===== src/rtl/rowbias_server_if.sv =====
// Row-bias request interface between a tile (master) and the row-bias server (slave).
// Carries the one-hot lookup request, the reshuffle/seed strobes and the server response.
interface rowbias_server_if #(
    parameter int LEN = 9
);
    logic [LEN:0]   rqindex;
    logic           updaterowbias;
    logic           seed_load;
    logic [15:0]    seed;
    logic [LEN-1:0] rowbias;
    logic           busy;

    modport master (
        output rqindex, updaterowbias, seed_load, seed,
        input  rowbias, busy
    );

    modport slave (
        input  rqindex, updaterowbias, seed_load, seed,
        output rowbias, busy
    );
endinterface


===== src/rtl/rowbias_server.sv =====
// Row-bias server: holds a permutation of one-hot row values, answers one-hot lookups a cycle
// later, and reshuffles in place (Fisher-Yates with a 16-bit Galois LFSR) on request.
module rowbias_server #(
    parameter int          LEN       = 9,
    parameter int          IW        = $clog2(LEN),
    parameter logic [15:0] LFSR_INIT = 16'hACE1
) (
    input logic           clock,
    input logic           reset,
    rowbias_server_if.slave bus
);
    typedef enum logic [1:0] {IDLE, SHUF, DONE} state_e;

    state_e         state_q, state_d;
    logic [IW-1:0]  i_q, i_d;
    logic [15:0]    lfsr_q, lfsr_d;
    logic [LEN-1:0] perm_q [LEN];
    logic [LEN-1:0] perm_d [LEN];
    logic [LEN-1:0] rowbias_q, rowbias_d;
    logic           busy_q, busy_d;

    logic [15:0]    lfsr_step;
    logic [IW-1:0]  j;
    logic           accept;
    logic           hit;
    logic [LEN-1:0] sel;

    assign lfsr_step = {1'b0, lfsr_q[15:1]} ^ (lfsr_q[0] ? 16'hB400 : 16'h0000);
    assign j         = lfsr_q[IW-1:0];
    assign accept    = (j <= i_q);

    // A request is valid only when exactly one bit below the sentinel is set, so an OR-mux suffices.
    always_comb begin
        hit = $onehot(bus.rqindex) && !bus.rqindex[LEN];
        sel = '0;
        for (int k = 0; k < LEN; k++) begin
            if (bus.rqindex[k]) sel = sel | perm_q[k];
        end
    end

    // NOTE: every variable gets a default at the top of always_comb so no path can infer a latch.
    always_comb begin
        state_d   = state_q;
        i_d       = i_q;
        lfsr_d    = lfsr_q;
        perm_d    = perm_q;
        rowbias_d = '0;
        busy_d    = busy_q;

        case (state_q)
            IDLE: begin
                rowbias_d = hit ? sel : '0;
                if (bus.updaterowbias) begin
                    state_d = SHUF;
                    i_d     = IW'(LEN - 1);
                    busy_d  = 1'b1;
                end
            end
            SHUF: begin
                lfsr_d = lfsr_step;
                if (accept) begin
                    perm_d[i_q] = perm_q[j];
                    perm_d[j]   = perm_q[i_q];
                    i_d         = i_q - IW'(1);
                    if (i_q == IW'(1)) state_d = DONE;
                end
            end
            DONE: begin
                state_d = IDLE;
                busy_d  = 1'b0;
            end
            default: begin
                state_d = IDLE;
                busy_d  = 1'b0;
            end
        endcase

        // A zero seed would lock the LFSR, so it is dropped.
        if (bus.seed_load && (bus.seed != 16'h0000)) lfsr_d = bus.seed;
    end

    // NOTE: the permutation store is reset to identity because lookups right after reset rely on it.
    always_ff @(posedge clock or negedge reset) begin
        if (!reset) begin
            state_q   <= IDLE;
            i_q       <= '0;
            lfsr_q    <= LFSR_INIT;
            rowbias_q <= '0;
            busy_q    <= 1'b0;
            for (int k = 0; k < LEN; k++) begin
                perm_q[k] <= {{(LEN-1){1'b0}}, 1'b1} << k;
            end
        end else begin
            // NOTE: non-blocking assignments keep every flop sampling pre-edge values.
            state_q   <= state_d;
            i_q       <= i_d;
            lfsr_q    <= lfsr_d;
            rowbias_q <= rowbias_d;
            busy_q    <= busy_d;
            perm_q    <= perm_d;
        end
    end

    assign bus.rowbias = rowbias_q;
    assign bus.busy    = busy_q;
endmodule


===== src/flat_wrapper.sv =====
// flat-port wrapper written by rule: the top's interface ports become plain ports
module rowbias_server_flat 
#(
    parameter int          LEN       = 9,
    parameter int          IW        = $clog2(LEN),
    parameter logic [15:0] LFSR_INIT = 16'hACE1
)
  (clock, reset, bus_rqindex, bus_updaterowbias, bus_seed_load, bus_seed, bus_rowbias, bus_busy);
  rowbias_server_if #(.LEN(LEN)) bus_i ();
  input logic clock;
  input logic reset;
  input wire logic [$bits(bus_i.rqindex)-1:0] bus_rqindex;
  input wire logic [$bits(bus_i.updaterowbias)-1:0] bus_updaterowbias;
  input wire logic [$bits(bus_i.seed_load)-1:0] bus_seed_load;
  input wire logic [$bits(bus_i.seed)-1:0] bus_seed;
  output wire logic [$bits(bus_i.rowbias)-1:0] bus_rowbias;
  output wire logic [$bits(bus_i.busy)-1:0] bus_busy;
  assign bus_i.rqindex = bus_rqindex;
  assign bus_i.updaterowbias = bus_updaterowbias;
  assign bus_i.seed_load = bus_seed_load;
  assign bus_i.seed = bus_seed;
  assign bus_rowbias = bus_i.rowbias;
  assign bus_busy = bus_i.busy;
  rowbias_server #(.LEN(LEN), .IW(IW), .LFSR_INIT(LFSR_INIT)) u_core (.clock(clock), .reset(reset), .bus(bus_i));
endmodule

===== config.mk =====
export PLATFORM = sky130hd
export DESIGN_NAME = rowbias_server_flat
export DESIGN_NICKNAME = d
export VERILOG_FILES = /design/src/rtl/rowbias_server_if.sv /design/src/rtl/rowbias_server.sv /design/src/flat_wrapper.sv
export SDC_FILE = /design/constraint.sdc
export NUM_CORES = 1
export LEC_CHECK = 0
export ABC_AREA = 1
export BUFFER_PORTS_ARGS = -buffer_cell sky130_fd_sc_hd__buf_2
export CORE_AREA = 2 2 157 121
export CTS_CLUSTER_DIAMETER = 30
export DETAILED_ROUTE_END_ITERATION = 6
export DIE_AREA = 0 0 159 123
export PLACE_DENSITY = 0.66
export SETUP_SLACK_MARGIN = 0.5
export SLEW_MARGIN = 20
export SYNTH_ARGS = -nofsm -noshare
export SYNTH_HDL_FRONTEND = slang
export SYNTH_SLANG_ARGS = --single-unit

===== constraint.sdc =====
create_clock -name clock -period 2.7 [get_ports clock]
set_input_delay 0 -clock clock [delete_from_list [all_inputs] [get_ports clock]]
set_output_delay 0 -clock clock [all_outputs]
set_load 0.05 [all_outputs]

Word-level counts from Yosys, hierarchy flattened
Index checks and enable logic that the tools add are counted.
{ "op_classes": {"reduce_logical": 13, "n_mux": 35, "bitwise_logic": 12, "add_sub_neg": 10, "n_eq_ne": 6, "magnitude_cmp": 5} }
{ "ops": {"columns": ["operator", "count"], "rows": [
  ["81-bit bitwise mux", 2],
  ["9-bit 2-to-1 mux", 17],
  ["9-bit binary-select mux with 4-bit select", 2],
  ["9-bit demux with 4-bit select", 2],
  ["9-bit OR", 8],
  ["16-bit 2-to-1 mux", 3],
  ["4-bit adder", 4],
  ["16-bit nonzero test", 1],
  ["15-bit by 16-bit XOR with 16-bit output", 1],
  ["1-bit by 1-bit adder with 2-bit output", 5],
  ["5-bit greater-or-equal comparator (second input constant)", 2],
  ["5-bit by 1-bit less-than comparator with 1-bit output (second input constant)", 2],
  ["4-bit NOT with 5-bit output", 2],
  ["4-bit by 1-bit equality test with 1-bit output (second input constant)", 2],
  ["4-bit 2-to-1 mux", 2],
  ["4-bit one-hot mux with 2 select lines", 1],
  ["2-bit 2-to-1 mux", 3],
  ["3-bit AND reduction", 2],
  ["4-bit less-or-equal comparator", 1],
  ["1-bit logical AND", 4],
  ["2-bit by 1-bit != test with 1-bit output (second input constant)", 2],
  ["2-bit one-hot mux with 2 select lines", 1],
  ["2-bit AND reduction", 2],
  ["2-bit nonzero test", 2],
  ["8 further kinds", 8]
]} }
{ "totals": {"output_inout_bits": 10, "ff_bits": 113, "inputBits": 30, "elab_cells": 95} }

Longest topological paths before layout
{ "logic_depth": {"ltp_word": 19, "depth_mapped": 14, "ltp_nobuf": 12} }

Worst setup path after synthesis
Ideal clock, no wire load.
{ "synth_timing": {"kind": "in2reg", "startpoint": "input port bus_rqindex[8]", "endpoint": "register u_core.rowbias_q[1] (netlist: u_core.bus.rowbias[1])", "arrival_time_ns": 2.945, "path_slack_ns": -0.322, "cell_stages": 10, "setup_time_ns": 0.077, "n_path_buf": 0, "required_ns": 2.623, "path_cell_list": "ha_1 -> inv_1 -> fa_1 -> inv_1 -> fa_1 -> fa_1 -> fa_1 -> nor4b_1 -> o2111ai_1 -> nor2_1"} }
{ "synth_between": {"elab_chain_len": 6, "elab_cells_between_ends": 7, "cone_classes": "add/sub: 2; eq/ne: 1; mux: 3; reduce/logical: 1"} }
{ "synth_rtl": {"columns": ["element", "line", "text"], "rows": [
  ["from (decl)", "flat_wrapper.sv:12", "input wire logic [$bits(bus_i.rqindex)-1:0] bus_rqindex;"],
  ["1-bit by 1-bit adder with 2-bit output (not written as such)", "rowbias_server.sv:34", "hit = $onehot(bus.rqindex) && !bus.rqindex[LEN];"],
  ["4-bit adder (not written as such)", "rowbias_server.sv:34", null],
  ["4-bit by 1-bit equality test with 1-bit output", "rowbias_server.sv:34", null],
  ["1-bit logical AND", "rowbias_server.sv:34", null],
  ["9-bit 2-to-1 mux (*)", "rowbias_server.sv:52", "rowbias_d = hit ? sel : '0;"],
  ["9-bit 2-to-1 mux (*)", "rowbias_server.sv:50", "case (state_q)"],
  ["via u_core.rowbias_d[1]", "rowbias_server.sv:19", "logic [LEN-1:0] rowbias_q, rowbias_d;"],
  ["to (signal assigned)", "rowbias_server.sv:98", "rowbias_q <= rowbias_d;"],
  ["to (decl)", "rowbias_server.sv:19", null]
]} }
The timed path passes the listed nets; every way through them passes the cells marked *.
A chain may end at the register's enable or synchronous reset.

Worst setup path after layout
{ "layout_timing": {"startpoint": "input port bus_rqindex[8]", "endpoint": "register u_core.rowbias_q[7] (netlist: u_core.bus.rowbias[7])"} }
Same word-level chain as after synthesis.

==> results.yml <==
global_routing:
  track_usage_pct: 33.39
  grt_pass1_wl_microns: 49230
  antenna_found_initial: 1
  first_global_vias: 8500
  overflow: 0
  grt_max_degree: 78
drt:
  wl_per_cell_microns: 18.68
  drtIter0Drc: 1171
  dr.pass1.iters: 7
  post-route-drc-count: 0
  vias: 9489
  ant_nets: 0
  avgViaCountPerCell: 5.482
  wl_microns: 32330
floorplan:
  ios: 40
  fp-row-count: 43
  die_height_microns: 123
  core_area_sq_mm: 0.01808
  die-area_sq_mm: 0.01956
  start_util_pct: 49.19
  dieWidth_microns: 159
power_and_ir_drop:
  pwr-share-comb_pct: 45.2
  p_switching_mw: 3.731
  ir_drop_mv: 0.5351
  powerDensity_mw_per_mm2: 784.9
  seqPwrFrac_pct: 25.6
  swShare_pct: 45.09
  p_int_mw: 4.543
  leakage_nw: 5.739
  p_clk_share_pct: 29.2
layout:
  drive_above_1_share_pct: 16.91
  syn_to_final_growth_pct: 18.56
  final_area_sq_mm: 0.01054
  num_antenna_cells: 0
  layout.cells.non_filler: 1731
  fin_nets: 1523
worst_setup_path:
  critPathMostFrequentCell: "fa_1"
  worstSetupEndpointType: "flip-flop"
  worstPathMaxFanout: 5
  ff2ff_setup_slack_ns: 0.57
  crit_type: "input port to flip-flop"
  cpMaxStageDelayCell: "fa_1"
  slowest_delay_ns: 0.53
  worstPathArrival_ns: 3.07
  path_cells: "buf_8 > ha_4 > inv_2 > fa_1 > inv_1 > fa_1 > fa_2 > fa_1 > nor4b_4 > o2111ai_4 > nor2_1"
  path_buf_inv: 3
  worst-endpoint-required_ns: 3.04
  cpLargestDelayFamily: "adder cells"
  cp.depth: 11
  r2r_cells: 9
  crit_path_start_kind: "input port"
timing:
  slew_violations: 0
  timing.fmax_mhz: 365.9
  fin_ws_ns: -0.03335
  finalCritPeriodShare_pct: 101.2
  hold_viol: 0
  rsz0062_at_grt: "yes"
  slew_headroom_pct: 47.95
  worst_pin_slew_ns: 0.7779
  finClkSkew_ns: 0.01568
  holdWs_ns: 0.01195
  setup_viol: 4
  period_minus_slack_ns: 2.733
place:
  routabilityCongestion: 1.020
  pre_cts_slack_ns: -0.4153
  io_buffers: 39
  dpl.hpwl_microns: 22160
  place_area_sq_mm: 0.009385
  place_inst: 1655
hold_path:
  hold_path_depth: 5
  hp-class: "input port to flip-flop"
synth:
  synth-seq-area-share_pct: 32.04
  yosysWarnings: 0
  ys_seq_elements: 113
  avgSynthCellArea_sq_um: 6.397
  mappedNetlistArea_sq_mm: 0.008892
  synth_async_sr_flop_share_pct: 100.0
  syn-num-nets: 1442
  synth_edf_count: 0
  synth_cells: 1390
  synth.distinct_cells: 44
  ys.flop_type: "dfrtp_1"
clock_network:
  cts_made_buffers: 17
  cts_tree: "done"
  cts_max_level: 4
  root_buffer: "clkbuf_16"
  clkSinkCount: 113
  clock_latency_ns: 0.43
  clockBufferDepth: 2
  clk_pin_slew_ns: 0.05
outcome:
  outcome: "complete, but fails checks"
  violations: "setup timing"
flow_run:
  cap_viol_max_count: 0
==> flip-flops by register name, summed over array words and instances (netlist names) <==
name and cells:
u_core.perm_q 81, u_core.lfsr_q 16, u_core.bus.rowbias 9, u_core.i_q 4, u_core.state_q 2, u_core.bus.busy 1
==> Yosys cell counts, drive strengths merged (3+ instances only) <==
master   number  share of area, %
clkinv        3              0.13
o21ai        37               2.1
o2111ai       7              0.69
ha           16               2.3
o211ai        9              0.87
fa            6               1.4
dfstp        17               5.0
xnor2         3              0.30
buf          37               2.6
dfrtp        96                27
nor3         13               1.5
inv          91               4.1
clkbuf       11              0.46
nor2         58               5.0
nand2       876                38
nand3        82               6.6
or2           3              0.21
a21oi        13              0.98
==> stage by stage <==
| stage | total power [mW] | util, % | setup TNS (ns) |
|---|---|---|---|
| after floorplan | 4.516 | - | -0.6271 |
| after global routing | 8.645 | 58.32 | -0.7617 |
| after detailed placement | 5.346 | 51.92 | -3.550 |
| final | 8.274 | 58.32 | -0.09752 |
| after CTS | 7.907 | 57.25 | 0 |
| after global placement | 5.314 | 51.92 | -3.139 |
==> power groups by stage <==
stage               Sequential [mW]  Clock [mW]  Combinational [mW]
detailed placement             2.13           0                3.21
global route                   2.14        2.51                4.00
finish                         2.12        2.42                3.74
CTS                            2.11        2.43                3.36
floorplan                      2.11           0                2.41
global placement               2.14           0                3.18
==> worst reg2reg max path: cells and delay by family (launching register included) <==
| kind | cells | cell delay [ns] |
|---|---|---|
| flip-flops | 1 | 0.67 |
| AND/OR/NAND/NOR | 6 | 0.91 |
| buffers and inverters | 2 | 0.15 |
| adder cells (fa/ha/maj) | 1 | 0.28 |
==> timing repair <==
item / in CTS / in global routing
buffers inserted: 8 / 10
cloned: 2 / 4
hold endpoints to repair: 55 / 0
endpoints found under the setup margin: 82 / 87
resized for setup: 11 / 20
hold buffers: 20 / 0
pin swaps: 7 / 9
==> cells by family after synthesis <==
| family | Yosys count | share of synthesized area, % |
|---|---|---|
| AND/OR/NAND/NOR | 1037 | 51.55 |
| adder cells (fa/ha/maj) | 22 | 3.602 |
| XOR/XNOR | 5 | 0.4926 |
| AO/OA/AOI/OAI | 71 | 5.065 |
| flip-flops | 113 | 32.04 |
| buffers and inverters | 142 | 7.246 |
==> final timing paths <==
path                             startpoint               endpoint
min in group asynchronous             reset       u_core.lfsr_q[9]
setup / recovery             bus_rqindex[8]  u_core.bus.rowbias[7]
hold reg to reg            u_core.lfsr_q[9]       u_core.lfsr_q[9]
hold / removal               bus_rqindex[9]  u_core.bus.rowbias[1]
setup reg to reg           u_core.lfsr_q[0]      u_core.perm_q[58]
max in group asynchronous             reset      u_core.perm_q[16]
==> metal layers <==
layer  share of wire, %  track usage, %  up-vias
li1                   -               -     4460
met1                 43           47.70     4450
met2                 41           48.42      494
met3                 12           9.393       83
met4                3.2           11.82        2
met5              0.040               0        -
==> placed cells by master, fill, tap and decap left out, types with 3 or more instances in the layout <==
master	n
buf_2	34
a21oi_1	11
nor3_1	6
dfrtp_1	95
clkbuf_16	17
buf_6	4
xnor2_1	3
inv_4	6
clkbuf_1	3
or2_2	3
ha_1	13
o211ai_1	7
nor3_4	6
clkinv_2	4
nor2_8	7
buf_4	41
nand2_1	852
nand3_1	62
fa_1	5
nor2_4	13
o21ai_0	36
dlygate4sd3_1	20
nand3_2	10
buf_12	3
nor2_1	28
nand3_4	10
inv_2	9
dfstp_2	16
ha_4	3
inv_1	73
nand2_4	3
nand2_2	21
inv_6	4
nor2_2	11
o2111ai_1	6
bufinv_16	4
==> cell type report <==
class	instances	area, sq um
inverters	94	391.6
multi-input cells	1139	5534
repair inverters	2	17.52
clock buffers	22	464.2
flip-flops and latches	113	2854
well taps	247	309.0
fillers	1735	7535
clock inverters	10	158.9
repair buffers	104	813.3
Power figures use the tool's default switching activity.
